File: src/rtl/stopwatch_counter_pkg.sv
// Shared types and constants for the stopwatch_counter block.
//   sw_state_e : control FSM states (stop / run / one-cycle clear)
//   SEC_MAX, MIN_MAX : last value of each time field before it wraps
//   CNT_W : width of the decimal MMSS display value
//   to_cnt() : packs minutes/seconds into min*100 + sec
package stopwatch_counter_pkg;

  typedef enum logic [1:0] {
    StStop,
    StRun,
    StClear
  } sw_state_e;

  localparam int unsigned SEC_MAX = 59;
  localparam int unsigned MIN_MAX = 59;
  localparam int unsigned CNT_W   = 14;
  localparam int unsigned FIELD_W = 6;

  function automatic logic [CNT_W-1:0] to_cnt(input logic [FIELD_W-1:0] min_v,
                                               input logic [FIELD_W-1:0] sec_v);
    return CNT_W'(min_v) * CNT_W'(100) + CNT_W'(sec_v);
  endfunction

endpackage

File: src/rtl/stopwatch_counter_if.sv
// Control/status bundle between the button stage, the stopwatch and the FND path.
//   i_run_stop, i_clear, i_inc_min, i_inc_sec : single-cycle control pulses
//   o_cnt     : minutes*100 + seconds
//   o_running : high while the stopwatch runs
// Modports: master drives the pulses, slave (the stopwatch) drives the status.
interface stopwatch_counter_if;
  import stopwatch_counter_pkg::*;

  logic             i_run_stop;
  logic             i_clear;
  logic             i_inc_min;
  logic             i_inc_sec;
  logic [CNT_W-1:0] o_cnt;
  logic             o_running;

  modport master (
    output i_run_stop, i_clear, i_inc_min, i_inc_sec,
    input  o_cnt, o_running
  );

  modport slave (
    input  i_run_stop, i_clear, i_inc_min, i_inc_sec,
    output o_cnt, o_running
  );

endinterface

File: src/rtl/stopwatch_counter_tick_gen.sv
// One-second tick divider for the stopwatch.
//   clk, rst : clock, asynchronous active-high reset
//   en       : count enable; the count holds while low
//   clr      : synchronous clear, overrides en
//   tick     : one-cycle pulse in the cycle the count wraps TICK_DIV-1 -> 0
module stopwatch_counter_tick_gen #(
  parameter int unsigned TICK_DIV = 100_000_000
) (
  input  logic clk,
  input  logic rst,
  input  logic en,
  input  logic clr,
  output logic tick
);

  localparam int unsigned DivW = $clog2(TICK_DIV);
  localparam logic [DivW-1:0] DivLast = DivW'(TICK_DIV - 1);

  logic [DivW-1:0] div_q, div_d;

  always_comb begin
    div_d = div_q;
    tick  = 1'b0;
    if (clr) begin
      div_d = '0;
    end else if (en) begin
      if (div_q == DivLast) begin
        div_d = '0;
        tick  = 1'b1;
      end else begin
        div_d = div_q + DivW'(1);
      end
    end
  end

  always_ff @(posedge clk or posedge rst) begin
    if (rst) begin
      div_q <= '0;
    end else begin
      div_q <= div_d;
    end
  end

endmodule

File: src/rtl/stopwatch_counter.sv
// MM:SS stopwatch (00:00..59:59) driving the FND count input.
//   clk, rst : clock, asynchronous active-high reset
//   bus      : stopwatch_counter_if.slave (control pulses in, o_cnt/o_running out)
// Parameter TICK_DIV : clk cycles per one-second tick (>= 2).
// Build option STOPWATCH_SETTIME_EN: when defined, i_inc_sec/i_inc_min step the
// fields while stopped; otherwise those inputs are ignored.
module stopwatch_counter
  import stopwatch_counter_pkg::*;
#(
  parameter int unsigned TICK_DIV = 100_000_000
) (
  input  logic                clk,
  input  logic                rst,
  stopwatch_counter_if.slave  bus
);

  localparam logic [FIELD_W-1:0] SecLast = FIELD_W'(SEC_MAX);
  localparam logic [FIELD_W-1:0] MinLast = FIELD_W'(MIN_MAX);

  sw_state_e          state_q, state_d;
  logic               running_q;
  logic [FIELD_W-1:0] sec_q, sec_d;
  logic [FIELD_W-1:0] min_q, min_d;
  logic [CNT_W-1:0]   cnt_q;
  logic               tick;

  stopwatch_counter_tick_gen #(
    .TICK_DIV (TICK_DIV)
  ) u_tick_gen (
    .clk  (clk),
    .rst  (rst),
    .en   (state_q == StRun),
    .clr  (state_q == StClear),
    .tick (tick)
  );

  // Clear beats run/stop in STOP; RUN ignores clear.
  always_comb begin
    state_d = state_q;
    unique case (state_q)
      StStop: begin
        if (bus.i_clear) begin
          state_d = StClear;
        end else if (bus.i_run_stop) begin
          state_d = StRun;
        end
      end
      StRun: begin
        if (bus.i_run_stop) begin
          state_d = StStop;
        end
      end
      StClear: state_d = StStop;
      default: state_d = StStop;
    endcase
  end

  always_comb begin
    sec_d = sec_q;
    min_d = min_q;
    if (state_q == StClear) begin
      sec_d = '0;
      min_d = '0;
    end else if (tick) begin
      if (sec_q == SecLast) begin
        sec_d = '0;
        min_d = (min_q == MinLast) ? '0 : min_q + FIELD_W'(1);
      end else begin
        sec_d = sec_q + FIELD_W'(1);
      end
    end
`ifdef STOPWATCH_SETTIME_EN
    // Manual set: independent wrap per field, dropped if a control pulse is present.
    else if (state_q == StStop && !bus.i_clear && !bus.i_run_stop) begin
      if (bus.i_inc_sec) begin
        sec_d = (sec_q == SecLast) ? '0 : sec_q + FIELD_W'(1);
      end
      if (bus.i_inc_min) begin
        min_d = (min_q == MinLast) ? '0 : min_q + FIELD_W'(1);
      end
    end
`endif
  end

`ifndef STOPWATCH_SETTIME_EN
  logic unused_inc;
  assign unused_inc = ^{bus.i_inc_min, bus.i_inc_sec};
`endif

  always_ff @(posedge clk or posedge rst) begin
    if (rst) begin
      state_q   <= StStop;
      running_q <= 1'b0;
      sec_q     <= '0;
      min_q     <= '0;
      cnt_q     <= '0;
    end else begin
      state_q   <= state_d;
      running_q <= (state_d == StRun);
      sec_q     <= sec_d;
      min_q     <= min_d;
      cnt_q     <= to_cnt(min_q, sec_q);
    end
  end

  assign bus.o_cnt     = cnt_q;
  assign bus.o_running = running_q;

endmodule

File: src/flat_wrapper.sv
// flat-port wrapper written by rule: the top's interface ports become plain ports
module stopwatch_counter_flat import stopwatch_counter_pkg::*;
#(
  parameter int unsigned TICK_DIV = 100_000_000
)
  (clk, rst, bus_i_run_stop, bus_i_clear, bus_i_inc_min, bus_i_inc_sec, bus_o_cnt, bus_o_running);
  stopwatch_counter_if bus_i ();
  input  logic clk;
  input  logic rst;
  input wire logic [$bits(bus_i.i_run_stop)-1:0] bus_i_run_stop;
  input wire logic [$bits(bus_i.i_clear)-1:0] bus_i_clear;
  input wire logic [$bits(bus_i.i_inc_min)-1:0] bus_i_inc_min;
  input wire logic [$bits(bus_i.i_inc_sec)-1:0] bus_i_inc_sec;
  output wire logic [$bits(bus_i.o_cnt)-1:0] bus_o_cnt;
  output wire logic [$bits(bus_i.o_running)-1:0] bus_o_running;
  assign bus_i.i_run_stop = bus_i_run_stop;
  assign bus_i.i_clear = bus_i_clear;
  assign bus_i.i_inc_min = bus_i_inc_min;
  assign bus_i.i_inc_sec = bus_i_inc_sec;
  assign bus_o_cnt = bus_i.o_cnt;
  assign bus_o_running = bus_i.o_running;
  stopwatch_counter #(.TICK_DIV(TICK_DIV)) u_core (.clk(clk), .rst(rst), .bus(bus_i));
endmodule
File: config.mk
export PLATFORM = sky130hd
export DESIGN_NAME = stopwatch_counter_flat
export DESIGN_NICKNAME = d
export VERILOG_FILES = /design/src/rtl/stopwatch_counter_pkg.sv /design/src/rtl/stopwatch_counter_if.sv /design/src/rtl/stopwatch_counter_tick_gen.sv /design/src/rtl/stopwatch_counter.sv /design/src/flat_wrapper.sv
export SDC_FILE = /design/constraint.sdc
export NUM_CORES = 1
export LEC_CHECK = 0
export BUFFER_PORTS_ARGS = -buffer_cell sky130_fd_sc_hd__buf_2
export CAP_MARGIN = 30
export CORE_MARGIN = 5
export CORE_UTILIZATION = 25
export DETAILED_ROUTE_END_ITERATION = 8
export PLACE_DENSITY_LB_ADDON = 0.25
export SLEW_MARGIN = 20
export SYNTH_ARGS = -nofsm -noshare
export SYNTH_HDL_FRONTEND = slang
export SYNTH_HIERARCHICAL = 1
export SYNTH_SLANG_ARGS = --single-unit
File: constraint.sdc
create_clock -name clk -period 3 [get_ports clk]
set_clock_uncertainty 0.05 [all_clocks]
set_input_delay 0.3 -clock clk [delete_from_list [all_inputs] [get_ports clk]]
set_output_delay 0.3 -clock clk [all_outputs]
set_load 0.005 [all_outputs]
==> results.md <==
* Critical-path cell list: ha_1 -> ha_1 -> ha_1 -> ha_4 -> o21ai_0 -> or4b_1 -> nand3_1 -> nand4_1 -> xor2_1
* Die W at 126 um
* Post-layout utilization of the core at 29.7%
* Netlist cell types at 51
* Share of total power in the clock network at 39.4%
* Area fraction of the dominant cell type after synthesis at 41.4%
* First-pass GRT wire length at 11.6 mm
* Cell leakage power at 1.89 nW
* WHS at 13.1 ps
* Root buffer selected by CTS: sky130_fd_sc_hd__clkbuf_16
* DR vias at 2406
* Kind of capture point of the worst setup path: flop
* Critical path fanouts, max at 6
* Synth Instances at 334
* GR Overflow Total at 0
* Internal power at 0.00115 W
* Final critical path time including I/O delays and setup at 2850 ps
* Power per standard cell area at 387 nW/um^2
* Fmax achieved at 351 MHz
* Post-layout power at 0.00152 W
* Pin count of the biggest net entering global routing at 30
* Count of endpoints failing setup in the final report at 0
* Clock latency on the worst-skew pair at 290 ps
* DR WL/cell at 12.0 um
* Inserted Clock Buffers at 5
* Share of async-settable or async-resettable flops after synthesis at 100%
* Total of max-cap violations at 0
* Post-synth EDFFs at 0
* Final-report hold violation count at 0
* Gpl congestion at 0.738
* # port buffers at 18
* Post-cts hold buffer count at 0
* # fillers at 1417
* Average vias per placed instance at 4.46
* H-tree lvl count at 2
* Count of synthesis-stage warnings from yosys at 6
* DPL Wire Length at 4.69 mm
* Critical path data required time at 3130 ps
* Ant diodes at 0
* Switching pwr at 0.000378 W
* CP arrival at 2980 ps
* Count of boundary I/O pins at 21
* Die area at 16000 sq um
* Critical path buffer and inverter count at 0
* Metal3 WL at 204 um
* Run status: finished, final reports clean
* Total length of routed wires at 6.47 mm
* Part of the power in combinational logic at 8.2%
* WL met1 at 3.14 mm
* Cell types occupying the most area after synthesis: sky130_fd_sc_hd__dfrtp_1 41%, sky130_fd_sc_hd__ha_1 11%, sky130_fd_sc_hd__xor2_1 6.2%
* Share of post-route cells with drive strength above 1 at 18.7%
* Pins over their slew limit at 0
* Cell class contributing the biggest share of worst-path delay: adder cells
* Final WS setup at 154 ps
* Synthesis-to-layout area growth at 16.2%
* Highest Signal Layer: met4
* Via count of the first global-routing pass at 2481
* Slowest Stage Delay on Critical Path at 490 ps
* Routed met2 length at 3.06 mm
* Largest vdd supply drop at 0.191 mV
* Critical-path top delay cell: sky130_fd_sc_hd__or4b_1
* Worst relative slew slack at 59.5%
* Final period util at 94.9%
* Sw Ratio at 24.8%
* Setup repair after global routing missed its margin: yes
* Pre-CTS setup slack at 66.4 ps
* Residual DRC at 0
* Starting utilization of the core area at 25.6%
* Type of the worst min-delay path: input pin to async pin
* Global-route usage over all layers at 8.53%
* Number of gates on the worst path with buffers counted at 9
* Number of core rows at 42
* Number of cells on the worst reg-to-reg path at 9
* Clock tree from TritonCTS: done
* FF+latch count, synth at 56
* Die H at 126 um
* Core box area at 13200 sq um
* Cell area after technology mapping at 3390 sq um
* Worst-path clk slew at 70 ps
* Number of DRC violations after detailed-routing iteration 0 at 50
* Number of nets produced by synthesis at 373
* Initial antenna violation count at 0
* Critical path class: flop to flop
* Register area share after synthesis at 41.4%
* Largest area contributor in the synthesized netlist: sky130_fd_sc_hd__dfrtp_1
* Power share of the sequential group at 52.4%
* Routed Antenna Nets at 0
* Transition at the pin with the smallest max-transition slack at 605 ps
* Clock sink total at 56
* Layout Nets at 402
* Kind of launch point of the worst setup path: flop
* First-pass iteration count of the detailed router at 4
* Main flop type after synthesis: sky130_fd_sc_hd__dfrtp_1
* Most used cell along the critical path: sky130_fd_sc_hd__ha_1
* Mean instance size in the synthesized netlist at 10.1 sq um
* Buffer levels on the longest clock path at 2
-- cells in the final DEF, fill, tap and decap left out, types with 2 or more instances in the layout --
cell	instances
sky130_fd_sc_hd__or2_2	2
sky130_fd_sc_hd__nor3_1	6
sky130_fd_sc_hd__xor2_1	24
sky130_fd_sc_hd__and2_1	4
sky130_fd_sc_hd__nand2_1	22
sky130_fd_sc_hd__mux2i_1	3
sky130_fd_sc_hd__nor2_1	35
sky130_fd_sc_hd__nor2_2	9
sky130_fd_sc_hd__xnor2_1	12
sky130_fd_sc_hd__xnor2_2	2
sky130_fd_sc_hd__and3_1	7
sky130_fd_sc_hd__nor3b_1	3
sky130_fd_sc_hd__clkbuf_16	5
sky130_fd_sc_hd__a21oi_1	17
sky130_fd_sc_hd__clkinv_2	2
sky130_fd_sc_hd__ha_1	29
sky130_fd_sc_hd__o21ai_0	11
sky130_fd_sc_hd__nand3_1	13
sky130_fd_sc_hd__a211oi_2	2
sky130_fd_sc_hd__and4_1	3
sky130_fd_sc_hd__inv_1	13
sky130_fd_sc_hd__nor4_2	2
sky130_fd_sc_hd__nand4_1	14
sky130_fd_sc_hd__buf_2	18
sky130_fd_sc_hd__a31oi_1	2
sky130_fd_sc_hd__buf_4	8
sky130_fd_sc_hd__ha_4	2
sky130_fd_sc_hd__or3_1	3
sky130_fd_sc_hd__dfrtp_1	55
sky130_fd_sc_hd__nand2b_1	2
sky130_fd_sc_hd__nor2b_1	6
-- per-layer routing --
layer	track usage [%]	up-vias
li1	-	1231
met1	11.0	1148
met2	14.3	21
met3	2.14	6
met4	2.27	0
met5	0	-
-- per-stage QoR --
stage / std cells / cell area, sq um / setup TNS, ps
final: 540 / 3940 / 0
after global routing: 540 / 3940 / -1.40
after CTS: 540 / 3880 / 0
after detailed placement: 532 / 3730 / 0
after global placement: 531 / 3710 / 0
after floorplan: 334 / 3390 / 0
-- cell usage after synthesis, types with 7 or more instances --
cell type	number
sky130_fd_sc_hd__and3_1	7
sky130_fd_sc_hd__a21oi_1	18
sky130_fd_sc_hd__nand3_1	13
sky130_fd_sc_hd__nand2_1	22
sky130_fd_sc_hd__nand4_1	14
sky130_fd_sc_hd__nor2_1	35
sky130_fd_sc_hd__dfrtp_1	56
sky130_fd_sc_hd__inv_1	13
sky130_fd_sc_hd__ha_1	31
sky130_fd_sc_hd__o21ai_0	11
sky130_fd_sc_hd__xor2_1	24
sky130_fd_sc_hd__nor2_2	9
sky130_fd_sc_hd__xnor2_1	14
-- cell type report --
| class | instances | area, sq um | share of cell area (%) |
|---|---|---|---|
| Sequential cell | 56 | 1400 | 35.6 |
| Multi-Input combinational cell | 260 | 1950 | 49.5 |
| Tap cell | 176 | 220 | 5.60 |
| Clock buffer | 6 | 139 | 3.53 |
| Timing Repair Buffer | 27 | 165 | 4.20 |
| Clock inverter | 2 | 10.0 | 0.254 |
| Inverter | 13 | 48.8 | 1.24 |
-- state kept, by name (all words and copies together), names as in the netlist --
name and flops:
u_core/bus.o_cnt 14, u_core/bus.o_running 1, u_core/min_q 6, u_core/sec_q 6, u_core/state_q 2, u_core/u_tick_gen/div_q 27
-- power by group through the flow --
stage	Combinational (W)	Sequential, W	Clock [W]
final	0.000125	0.000798	0.000600
after global placement	0.000124	0.000813	0
after detailed placement	0.000128	0.000813	0
after floorplan	0.000102	0.000808	0
after CTS	0.000129	0.000798	0.000630
after global routing	0.000145	0.000802	0.000661
-- cell families (layout without fill, tap and decap cells) --
| family | count (synthesis) | count (layout) | synth area share [%] |
|---|---|---|---|
| buf+inv | 18 | 48 | 2.70 |
| simple gates | 144 | 144 | 24.9 |
| fa+ha+maj | 33 | 33 | 12.6 |
| flops | 56 | 56 | 41.4 |
| compound gates | 42 | 42 | 7.69 |
| xor+xnor | 38 | 38 | 9.83 |
| mux | 3 | 3 | 0.887 |
-- timing repair --
action                     in CTS  in global routing
setup buffers                   0                  0
resized for setup               0                  9
setup endpoints to repair       0                  4
-- final timing paths --
path / start / endpoint / slack (ps)
setup / recovery: u_core/min_q[4] / u_core/bus.o_cnt[12] / 150
hold / removal: rst / u_core/u_tick_gen/div_q[3] / 10
setup reg to reg: u_core/min_q[4] / u_core/bus.o_cnt[12] / 150
hold reg to reg: u_core/sec_q[1] / u_core/bus.o_cnt[1] / 380
max in group asynchronous: rst / u_core/u_tick_gen/div_q[17] / 2390
min in group clk: bus_i_clear / u_core/state_q[1] / 220
Power figures use the tool's default switching activity.
